<file path="src/rtl/dm_port_arbiter_if.sv">
`default_nettype none
// ============================================================================
// dm_port_arbiter_if : CPU, DMA and data-memory signal bundle for the arbiter
// Revision 1.0 : initial release
// ============================================================================
interface dm_port_arbiter_if;
  // CPU M-stage data side
  logic [31:0] cpu_addr;
  logic [31:0] cpu_wdata;
  logic [3:0]  cpu_byteen;
  logic        cpu_rd;
  logic [31:0] cpu_rdata;
  logic        cpu_stall;

  // DMA requester side
  logic        dma_req;
  logic        dma_we;
  logic [31:0] dma_addr;
  logic [31:0] dma_wdata;
  logic        dma_gnt;
  logic        dma_rvalid;
  logic [31:0] dma_rdata;
  logic        dma_err;

  // Data-memory side
  logic [31:0] mem_addr;
  logic [31:0] mem_wdata;
  logic [3:0]  mem_byteen;
  logic [31:0] mem_rdata;

  modport slave (
    input  cpu_addr, cpu_wdata, cpu_byteen, cpu_rd,
    output cpu_rdata, cpu_stall,
    input  dma_req, dma_we, dma_addr, dma_wdata,
    output dma_gnt, dma_rvalid, dma_rdata, dma_err,
    output mem_addr, mem_wdata, mem_byteen,
    input  mem_rdata
  );

  modport master (
    output cpu_addr, cpu_wdata, cpu_byteen, cpu_rd,
    input  cpu_rdata, cpu_stall,
    output dma_req, dma_we, dma_addr, dma_wdata,
    input  dma_gnt, dma_rvalid, dma_rdata, dma_err,
    input  mem_addr, mem_wdata, mem_byteen,
    output mem_rdata
  );
endinterface
`default_nettype wire

</file>
<file path="src/rtl/dm_port_arbiter.sv">
`default_nettype none
// ============================================================================
// dm_port_arbiter : CPU-priority sharing of the data-memory port with a DMA
//                   requester, plus a starvation counter forcing DMA grants.
// Revision 1.0 : initial release
// ============================================================================
module dm_port_arbiter #(
  parameter int unsigned STARVE_MAX = 8,
  parameter logic [31:0] DM_LIMIT   = 32'h0000_3000
) (
  input  wire logic         clk,
  input  wire logic         reset,
  dm_port_arbiter_if.slave  bus
);

  localparam logic [7:0] C_STARVE_MAX = 8'(STARVE_MAX);

  logic        w_cpu_active;
  logic        w_force;
  logic        w_dma_own;
  logic        w_cpu_own;
  logic        w_in_range;
  logic        w_dma_rd_ok;
  logic [31:0] w_dma_word_addr;
  logic [3:0]  w_dma_byteen;

  logic [7:0]  starve_cnt_d, starve_cnt_q;
  logic        dma_rvalid_d, dma_rvalid_q;
  logic [31:0] dma_rdata_d,  dma_rdata_q;
  logic        dma_err_d,    dma_err_q;

  // Ownership decision: a saturated counter lets the DMA pre-empt the CPU.
  always_comb begin
    w_cpu_active    = bus.cpu_rd | (|bus.cpu_byteen);
    w_force         = (starve_cnt_q == C_STARVE_MAX);
    w_dma_own       = bus.dma_req & (w_force | ~w_cpu_active);
    w_cpu_own       = w_cpu_active & ~w_dma_own;
    w_in_range      = (bus.dma_addr < DM_LIMIT);
    w_dma_rd_ok     = w_dma_own & ~bus.dma_we & w_in_range;
    w_dma_word_addr = {bus.dma_addr[31:2], 2'b00};
    w_dma_byteen    = (bus.dma_we & w_in_range) ? 4'hF : 4'h0;
  end

  assign bus.mem_addr   = w_dma_own ? w_dma_word_addr : bus.cpu_addr;
  assign bus.mem_wdata  = w_dma_own ? bus.dma_wdata   : bus.cpu_wdata;
  assign bus.mem_byteen = w_dma_own ? w_dma_byteen
                        : (w_cpu_own ? bus.cpu_byteen : 4'h0);
  assign bus.cpu_rdata  = bus.mem_rdata;
  assign bus.cpu_stall  = w_dma_own & w_cpu_active;
  assign bus.dma_gnt    = w_dma_own;

  always_comb begin
    dma_rvalid_d = w_dma_rd_ok;
    dma_rdata_d  = w_dma_rd_ok ? bus.mem_rdata : dma_rdata_q;
    dma_err_d    = w_dma_own & ~w_in_range;
    starve_cnt_d = 8'd0;
    if (bus.dma_req & ~w_dma_own) begin
      starve_cnt_d = w_force ? C_STARVE_MAX : (starve_cnt_q + 8'd1);
    end
  end

  always_ff @(posedge clk) begin
    if (reset) begin
      starve_cnt_q <= 8'd0;
      dma_rvalid_q <= 1'b0;
      dma_rdata_q  <= 32'd0;
      dma_err_q    <= 1'b0;
    end else begin
      starve_cnt_q <= starve_cnt_d;
      dma_rvalid_q <= dma_rvalid_d;
      dma_rdata_q  <= dma_rdata_d;
      dma_err_q    <= dma_err_d;
    end
  end

  assign bus.dma_rvalid = dma_rvalid_q;
  assign bus.dma_rdata  = dma_rdata_q;
  assign bus.dma_err    = dma_err_q;

endmodule
`default_nettype wire

</file>
<file path="src/flat_wrapper.sv">
// flat-port wrapper written by rule: the top's interface ports become plain ports
module dm_port_arbiter_flat 
#(
  parameter int unsigned STARVE_MAX = 8,
  parameter logic [31:0] DM_LIMIT   = 32'h0000_3000
)
  (clk, reset, bus_cpu_addr, bus_cpu_wdata, bus_cpu_byteen, bus_cpu_rd, bus_cpu_rdata, bus_cpu_stall, bus_dma_req, bus_dma_we, bus_dma_addr, bus_dma_wdata, bus_dma_gnt, bus_dma_rvalid, bus_dma_rdata, bus_dma_err, bus_mem_addr, bus_mem_wdata, bus_mem_byteen, bus_mem_rdata);
  dm_port_arbiter_if bus_i ();
  input  wire logic clk;
  input  wire logic reset;
  input wire logic [$bits(bus_i.cpu_addr)-1:0] bus_cpu_addr;
  input wire logic [$bits(bus_i.cpu_wdata)-1:0] bus_cpu_wdata;
  input wire logic [$bits(bus_i.cpu_byteen)-1:0] bus_cpu_byteen;
  input wire logic [$bits(bus_i.cpu_rd)-1:0] bus_cpu_rd;
  output wire logic [$bits(bus_i.cpu_rdata)-1:0] bus_cpu_rdata;
  output wire logic [$bits(bus_i.cpu_stall)-1:0] bus_cpu_stall;
  input wire logic [$bits(bus_i.dma_req)-1:0] bus_dma_req;
  input wire logic [$bits(bus_i.dma_we)-1:0] bus_dma_we;
  input wire logic [$bits(bus_i.dma_addr)-1:0] bus_dma_addr;
  input wire logic [$bits(bus_i.dma_wdata)-1:0] bus_dma_wdata;
  output wire logic [$bits(bus_i.dma_gnt)-1:0] bus_dma_gnt;
  output wire logic [$bits(bus_i.dma_rvalid)-1:0] bus_dma_rvalid;
  output wire logic [$bits(bus_i.dma_rdata)-1:0] bus_dma_rdata;
  output wire logic [$bits(bus_i.dma_err)-1:0] bus_dma_err;
  output wire logic [$bits(bus_i.mem_addr)-1:0] bus_mem_addr;
  output wire logic [$bits(bus_i.mem_wdata)-1:0] bus_mem_wdata;
  output wire logic [$bits(bus_i.mem_byteen)-1:0] bus_mem_byteen;
  input wire logic [$bits(bus_i.mem_rdata)-1:0] bus_mem_rdata;
  assign bus_i.cpu_addr = bus_cpu_addr;
  assign bus_i.cpu_wdata = bus_cpu_wdata;
  assign bus_i.cpu_byteen = bus_cpu_byteen;
  assign bus_i.cpu_rd = bus_cpu_rd;
  assign bus_cpu_rdata = bus_i.cpu_rdata;
  assign bus_cpu_stall = bus_i.cpu_stall;
  assign bus_i.dma_req = bus_dma_req;
  assign bus_i.dma_we = bus_dma_we;
  assign bus_i.dma_addr = bus_dma_addr;
  assign bus_i.dma_wdata = bus_dma_wdata;
  assign bus_dma_gnt = bus_i.dma_gnt;
  assign bus_dma_rvalid = bus_i.dma_rvalid;
  assign bus_dma_rdata = bus_i.dma_rdata;
  assign bus_dma_err = bus_i.dma_err;
  assign bus_mem_addr = bus_i.mem_addr;
  assign bus_mem_wdata = bus_i.mem_wdata;
  assign bus_mem_byteen = bus_i.mem_byteen;
  assign bus_i.mem_rdata = bus_mem_rdata;
  dm_port_arbiter #(.STARVE_MAX(STARVE_MAX), .DM_LIMIT(DM_LIMIT)) u_core (.clk(clk), .reset(reset), .bus(bus_i));
endmodule
</file>
<file path="config.mk">
export PLATFORM = sky130hd
export DESIGN_NAME = dm_port_arbiter_flat
export DESIGN_NICKNAME = d
export VERILOG_FILES = /design/src/rtl/dm_port_arbiter_if.sv /design/src/rtl/dm_port_arbiter.sv /design/src/flat_wrapper.sv
export SDC_FILE = /design/constraint.sdc
export NUM_CORES = 1
export LEC_CHECK = 0
export CAP_MARGIN = 20
export CORE_MARGIN = 10
export CORE_UTILIZATION = 25
export DETAILED_ROUTE_END_ITERATION = 16
export PLACE_DENSITY = 0.71
export REMOVE_ABC_BUFFERS = 1
export SLEW_MARGIN = 20
export SYNTH_ARGS = -nofsm -noshare
export SYNTH_HDL_FRONTEND = slang
export SYNTH_SLANG_ARGS = --single-unit
</file>
<file path="constraint.sdc">
create_clock -name clk -period 7.7 [get_ports clk]
set_clock_uncertainty 0.2 [all_clocks]
set_input_delay 1.54 -clock clk [delete_from_list [all_inputs] [get_ports clk]]
set_output_delay 1.54 -clock clk [all_outputs]
set_load 0.1 [all_outputs]
</file>
==> parameters.txt, run 1 <==
Parameter                              Value

Placement
  Quantity of I/O buffers inserted on ports    302
  Routability cong.    0.8343
  Hpwl dp    13060 µm
  Instance area at placement    5679 µm²

Power
  Final Total Pwr    0.0008252 W
  Cell area power density    141.7 nW/µm²
  Maximum VDD drop    0.07149 mV
  Static Leak    2.209 nW

Clock network
  Worst skew pair latency    280 ps
  Maximum clock path buffer count    2
  Post-cts hold buffer count    0
  Number of H-tree levels    2
  Clock-pin slew on the worst setup and hold paths    60 ps
  Number of instances resized during post-cts repair    0
  Sink count of the clock tree    42
  Total CTS buffers    5
  Number of setup buffers added after CTS    0
  Clock Root Buffer    sky130_fd_sc_hd__clkbuf_16
  CTS tree    built

Synth
  Share of async-settable or async-resettable flops after synthesis    0%
  Number of different library cells in the post-synthesis netlist    31
  Number of synthesized register bits    42
  Count of yosys warnings during synthesis    0
  Number of synthesized flops with an enable pin    0
  Syn Inst Count    302
  Mean instance size in the synthesized netlist    9.910 µm²
  Sequential cell area fraction in the yosys report    28.09%
  Post-Syn Area    2993 µm²
  Post-synth top flop    sky130_fd_sc_hd__dfxtp_1

Floorplanning
  Number of primary I/O pins    305
  Die Outline Area    16750 µm²
  Starting density of the core    25.88%
  Number of standard-cell rows in the floorplan    39
  Core region area    11560 µm²
  Die X    129.4 µm
  Y dimension of the die    129.4 µm

Worst setup path
  Number of cells on the worst reg-to-reg path    6
  CP arrival    4390 ps
  Slowest cell delay on critical path    540 ps
  Critical-path cell list    clkdlybuf4s50_1 > or4_1 > nor2_1 > o21ai_4 > buf_4 > buf_4 > mux2_1 > buf_4
  Category of the critical setup timing path    input pin to primary output
  Critical path endpoint category    primary output
  Crit start category    input pin
  Worst-path cell with the longest stage delay    sky130_fd_sc_hd__or4_1
  Maximum fanout along the worst path    25
  Cell with the most instances on the worst path    sky130_fd_sc_hd__buf_4
  Buffering stage count on the worst path with inverters included    4
  Critical Path RT    5960 ps
  Crit-path leading delay family    buffers and inverters
  Stages on worst setup path    8

Timing
  Maximum operating frequency    0.1632 GHz
  Worst rel slew slack    31.03%
  Final hold slack    268.8 ps
  Post-route minimum period    6126 ps
  Share of the clock period used by the worst path after layout    79.56%
  Actual slew at the worst max-slew pin    1031 ps
  Slew Limit Fails    0
  Setup Viol. Count Final    0
  Endpoints failing hold    0
  RSZ-0062 raised after global routing    false

Routing
  Detailed-route via count    3102
  Number of optimization iterations in the first detailed-route pass    4
  Final antenna-violating net count    0
  Wire length per cell after detailed routing    20.61 µm
  Initial DRC Count    82
  Detailed Route WL    14570 µm
  DRC    0
  Ratio of routed vias to standard cells    4.388

Global routing
  Gr ovfl total    0
  Number of antenna violations at the first check in global routing    0
  Global-route wire length before repair    20670 µm
  Global-route usage over all layers    16.18%
  Largest net degree at the start of global routing    68
  Vias in the first global route    3392

Outcome
  Status    complete, no violations

Final layout
  Final cell area excluding filler cells    5822 µm²
  Layout cell share with drive strength beyond 1    15.25%
  Fill cell instance count of the final layout    1074
  Ant diodes    0
  Area overhead of the layout relative to synthesis    94.52%
  Final Net Count    734
  Register cell area after layout    840.8 µm²
  Combined area of the multi-input logic cells    1770 µm²

Hold path
  Min-delay worst type    register to register
  Hold path depth    1

Job
  Max cap viols    0
-- cell type report --
| type | instances | area share, % |
|---|---|---|
| clock inverters | 2 | 0.2364 |
| well taps | 143 | 3.073 |
| clock buffers | 6 | 2.214 |
| multi-input cells | 204 | 30.41 |
| inverters | 5 | 0.3224 |
| flip-flops and latches | 42 | 14.44 |
| repair buffers | 305 | 49.30 |
-- logic make-up after synthesis --
| kind of cell | synth area share (%) |
|---|---|
| muxes | 34.03 |
| xor gates and xnor gates | 1.756 |
| and+or+nand+nor | 18.94 |
| adders and majority gates | 0.8360 |
| AOI/OAI and AO/OA | 3.177 |
| buffers and inverters | 13.17 |
| DFF | 28.09 |
-- synth_stat cells, types with 2 or more instances --
master,instances,area share [%]
sky130_fd_sc_hd__and2_1,2,0.42
sky130_fd_sc_hd__and3_1,3,0.63
sky130_fd_sc_hd__buf_12,3,2.0
sky130_fd_sc_hd__buf_2,6,1.0
sky130_fd_sc_hd__buf_4,32,8.0
sky130_fd_sc_hd__clkbuf_1,9,1.1
sky130_fd_sc_hd__dfxtp_1,42,28
sky130_fd_sc_hd__ha_1,2,0.84
sky130_fd_sc_hd__inv_1,4,0.50
sky130_fd_sc_hd__mux2_1,61,23
sky130_fd_sc_hd__mux2i_1,32,11
sky130_fd_sc_hd__nand2b_1,64,13
sky130_fd_sc_hd__nand3_1,4,0.67
sky130_fd_sc_hd__nor2_1,10,1.3
sky130_fd_sc_hd__nor2b_1,2,0.42
sky130_fd_sc_hd__nor4_1,4,0.84
sky130_fd_sc_hd__o2bb2ai_1,4,1.2
sky130_fd_sc_hd__xnor2_1,2,0.59
sky130_fd_sc_hd__xor2_1,4,1.2
-- flip-flops by register name, indices dropped and copies added (netlist names) --
signal and flops:
u_core.bus.dma_rdata 32, u_core.starve_cnt_q 8, u_core.bus.dma_err 1, u_core.bus.dma_rvalid 1
-- through the flow --
step           utilization [%]  setup slack [ps]  cells  setup TNS, ps
2_1_floorplan                -            -677.1    251         -695.1
3_3_place_gp             49.11              1615    699              0
3_5_place_dp             49.11              1554    699              0
4_1_cts                  50.34              1549    707              0
5_1_grt                  50.34              1431    707              0
6_report                 50.34              1574    707              0
-- placed cells by master (no fill, tap or decap), drive strengths merged --
cell	count
a2111oi	1
a211oi	1
and2	2
and3	3
buf	73
clkbuf	6
clkdlybuf4s50	232
clkinv	2
dfxtp	42
ha	2
inv	5
mux2	62
mux2i	32
nand2b	64
nand3	4
nand4bb	1
nor2	10
nor2b	2
nor4	4
o2111a	1
o2111ai	1
o21ai	1
o2bb2ai	4
or4	2
or4b	1
xnor2	2
xor2	4
-- report_power, final --
group          switching [W]  internal (W)  total (W)
Sequential       0.000000446      0.000218   0.000218
Combinational       0.000271      0.000133   0.000404
Clock              0.0000826      0.000120   0.000203
Total               0.000354      0.000471   0.000825
-- metal layers --
metal  track usage [%]  vias to the layer above  wire length (µm)
li1                  -                     1525                 -
met1             14.24                     1385              4818
met2             29.86                      169              7356
met3             7.790                       23              1617
met4             8.796                        0               776
met5                 0                        -                 0
-- final timing paths --
check / start / end / slack [ps]
setup / recovery: bus_cpu_byteen[0] / bus_mem_wdata[24] / 1570
hold / removal: u_core.starve_cnt_q[0]$_SDFF_PP0_ / u_core.starve_cnt_q[0]$_SDFF_PP0_ / 270
setup reg to reg: u_core.starve_cnt_q[0]$_SDFF_PP0_ / u_core.bus.dma_rdata[29]$_SDFFE_PP0P_ / 4770
hold reg to reg: u_core.starve_cnt_q[0]$_SDFF_PP0_ / u_core.starve_cnt_q[0]$_SDFF_PP0_ / 270
(Power assumes the default switching activity.)
==> run 2, diff against run 1 <==
clock period = 5.75 ns   (was 7.7 ns; I/O delays follow)
==> run 2 against run 1 <==
  * Wire length is 3.5% higher
  * Critical path depth fell by 1
  * Sequential share of layout area fell by 1.3 points
  * Critical endpoint is now bus_mem_addr[24]
  * Worst setup slack got worse by 850 ps
  * Register-to-register slack lost 1900 ps
  * Sequential cell count unchanged
  * Sequential power increased by 34%
  * Via count rose by 1.9%
  * Non-clock buffer count unchanged
  * Highest routed layer unchanged
  * Final cell count did not move
  * Worst hold slack about the same
  * Largest cell class unchanged
  * Clock-buffer cell count fell by 1
==> parameters.txt, run 2 (synthesis gave the netlist of run 1 again) <==
Parameter                              Value

Final layout
  Final cell area excluding filler cells    6391 µm² (+9.8%)
  Most frequent cells in the layout    sky130_fd_sc_hd__clkdlybuf4s50_1, sky130_fd_sc_hd__nand2b_1, sky130_fd_sc_hd__mux2_1
  Area overhead of the layout relative to synthesis    113.5%
  Largest register FFs    32 (unchanged)
  Combined area of the multi-input logic cells    1770 µm² (unchanged)
  Fill cell instance count of the final layout    1012 (-5.8%)
  Register cell area after layout    840.8 µm² (unchanged)
  Layout cell share with drive strength beyond 1    15.43% (+0.18 points)
  Final Net Count    734 (unchanged)
  Ant diodes    0 (unchanged)
  Commonest non-fill, non-tap cell in the layout    sky130_fd_sc_hd__clkdlybuf4s50_1

Global routing
  Gr ovfl total    0 (unchanged)
  Global-route usage over all layers    16.93% (+0.75 points)
  Vias in the first global route    3403 (+0.32%)
  Global-route wire length before repair    21490 µm (+4.0%)
  Number of antenna violations at the first check in global routing    0 (unchanged)
  Largest net degree at the start of global routing    68 (unchanged)

Floorplanning
  Number of standard-cell rows in the floorplan    39 (unchanged)
  Y dimension of the die    129.4 µm (unchanged)
  Die X    129.4 µm (unchanged)
  Starting density of the core    25.88% (unchanged)
  Die Outline Area    16750 µm² (unchanged)
  Core region area    11560 µm² (unchanged)
  Number of primary I/O pins    305 (unchanged)

Routing
  Detailed Route WL    15080 µm (+3.5%)
  Final antenna-violating net count    0 (unchanged)
  Initial DRC Count    65 (-21%)
  Wire length per cell after detailed routing    21.33 µm (+3.5%)
  Ratio of routed vias to standard cells    4.471 (+1.9%)
  Number of optimization iterations in the first detailed-route pass    4 (unchanged)
  DRC    0 (unchanged)
  Detailed-route via count    3161 (+1.9%)

Placement
  Hpwl dp    13630 µm (+4.3%)
  Quantity of I/O buffers inserted on ports    302 (unchanged)
  Routability cong.    0.8532 (+2.3%)
  Place WS    711.5 ps (-842.4 ps)
  Instance area at placement    6242 µm² (+9.9%)

Power
  Sequential share of power    24.9% (-1.6 points)
  Clock group share of total power    24.0% (-0.6 points)
  Proportion of power drawn by combinational gates    51.1% (+2.1 points)
  Switching Fraction    42.15% (-0.80 points)
  Cell area power density    183.4 nW/µm² (+29%)
  Maximum VDD drop    0.1048 mV (+47%)
  Internal Power    0.0006781 W (+44%)
  Static Leak    2.412 nW (+9.2%)
  Switching power of the nets    0.0004941 W (+39%)

Timing
  Maximum operating frequency    0.1990 GHz
  Worst rel slew slack    28.04% (-3.0 points)
  RSZ-0062 raised after global routing    false
  Final WS setup    726.0 ps (-847.9 ps)
  Setup Viol. Count Final    0 (unchanged)
  Endpoints failing hold    0 (unchanged)
  Share of the clock period used by the worst path after layout    87.37%
  Slew Limit Fails    0 (unchanged)
  Actual slew at the worst max-slew pin    1076 ps (+44.70 ps)
  Post-route minimum period    5024 ps

Worst setup path
  Maximum fanout along the worst path    36 (+44%)
  Category of the critical setup timing path    input pin to primary output
  Crit start category    input pin
  CP arrival    3670 ps (-720 ps)
  R2R setup slack    2910 ps (-1860 ps)
  Critical path endpoint category    primary output
  Critical Path RT    4400 ps (-1560 ps)

Clock network
  Clock-pin slew on the worst setup and hold paths    60 ps (about the same)
  Number of instances resized during post-cts repair    0 (unchanged)
  Worst skew pair latency    280 ps (about the same)
  Clock Root Buffer    sky130_fd_sc_hd__clkbuf_16
  Number of H-tree levels    2 (unchanged)
  Number of setup buffers added after CTS    0 (unchanged)
  Total CTS buffers    5 (unchanged)
  Maximum clock path buffer count    2 (unchanged)
  Sink count of the clock tree    42 (unchanged)
  CTS tree    built
  Post-cts hold buffer count    0 (unchanged)

Job
  Max cap viols    0 (unchanged)

Hold path
  Min-delay worst type    register to register

Outcome
  Status    complete, no violations
==> run 2: cell type report <==
| cell class | instances | share of cell area [%] |
|---|---|---|
| Timing Repair Buffer | 305 | 53.72 |
| Inverter | 5 | 0.2937 |
| Clock buffer | 5 | 1.958 |
| Multi-Input combinational cell | 204 | 27.70 |
| Sequential cell | 42 | 13.16 |
| Clock inverter | 3 | 0.3720 |
| Tap cell | 143 | 2.800 |
==> run 2: worst max-delay path, stage by stage <==
cell,delay [ps]
sky130_fd_sc_hd__clkdlybuf4s50_1,450
sky130_fd_sc_hd__or4_1,530
sky130_fd_sc_hd__nor2_1,380
sky130_fd_sc_hd__o21ai_4,190
sky130_fd_sc_hd__buf_4,330
sky130_fd_sc_hd__mux2_1,370
sky130_fd_sc_hd__buf_4,240
==> run 2: worst paths after layout <==
kind | depth (start not counted) | from | endpoint
min reg2reg | 1 | u_core.starve_cnt_q[0]$_SDFF_PP0_ | u_core.starve_cnt_q[0]$_SDFF_PP0_
min | 1 | u_core.starve_cnt_q[0]$_SDFF_PP0_ | u_core.starve_cnt_q[0]$_SDFF_PP0_
max reg2reg | 6 | u_core.starve_cnt_q[0]$_SDFF_PP0_ | u_core.bus.dma_rdata[8]$_SDFFE_PP0P_
max | 7 | bus_cpu_byteen[0] | bus_mem_addr[24]
==> run 2: routing by layer <==
metal	part of all wire [%]	up-vias	GRT usage (%)
met5	0	-	0
met4	2.9	0	5.093
met3	11	12	7.423
met2	54	159	33.15
met1	32	1463	15.30
li1	-	1527	-
==> run 2: power groups by stage <==
stage | logic, W | clock network [W] | registers, W
after floorplan | 0.000244 | 0 | 0.000299
after CTS | 0.000605 | 0.000294 | 0.000292
final | 0.000599 | 0.000281 | 0.000292
after detailed placement | 0.000603 | 0 | 0.000299
after global routing | 0.000615 | 0.000306 | 0.000292
after global placement | 0.000600 | 0 | 0.000299
==> run 2: per-stage QoR <==
stage	hold slack [ps]	utilization (%)	TNS, ps	total power [W]	cells
3_3_place_gp	237.5	53.98	0	0.0008986	699
6_report	268.8	55.26	0	0.001172	707
4_1_cts	267.2	55.26	0	0.001191	707
3_5_place_dp	253.2	53.98	0	0.0009022	699
2_1_floorplan	225.8	-	-79700	0.0005427	251
5_1_grt	283.7	55.26	0	0.001213	707
==> run 3, diff against run 2 <==
CTS_CLUSTER_DIAMETER = 50   (was unset)
SKIP_CTS_REPAIR_TIMING = 1   (was unset)
==> results of run 3 <==
No change in the layout: final DEF, timing and power equal those of run 2.
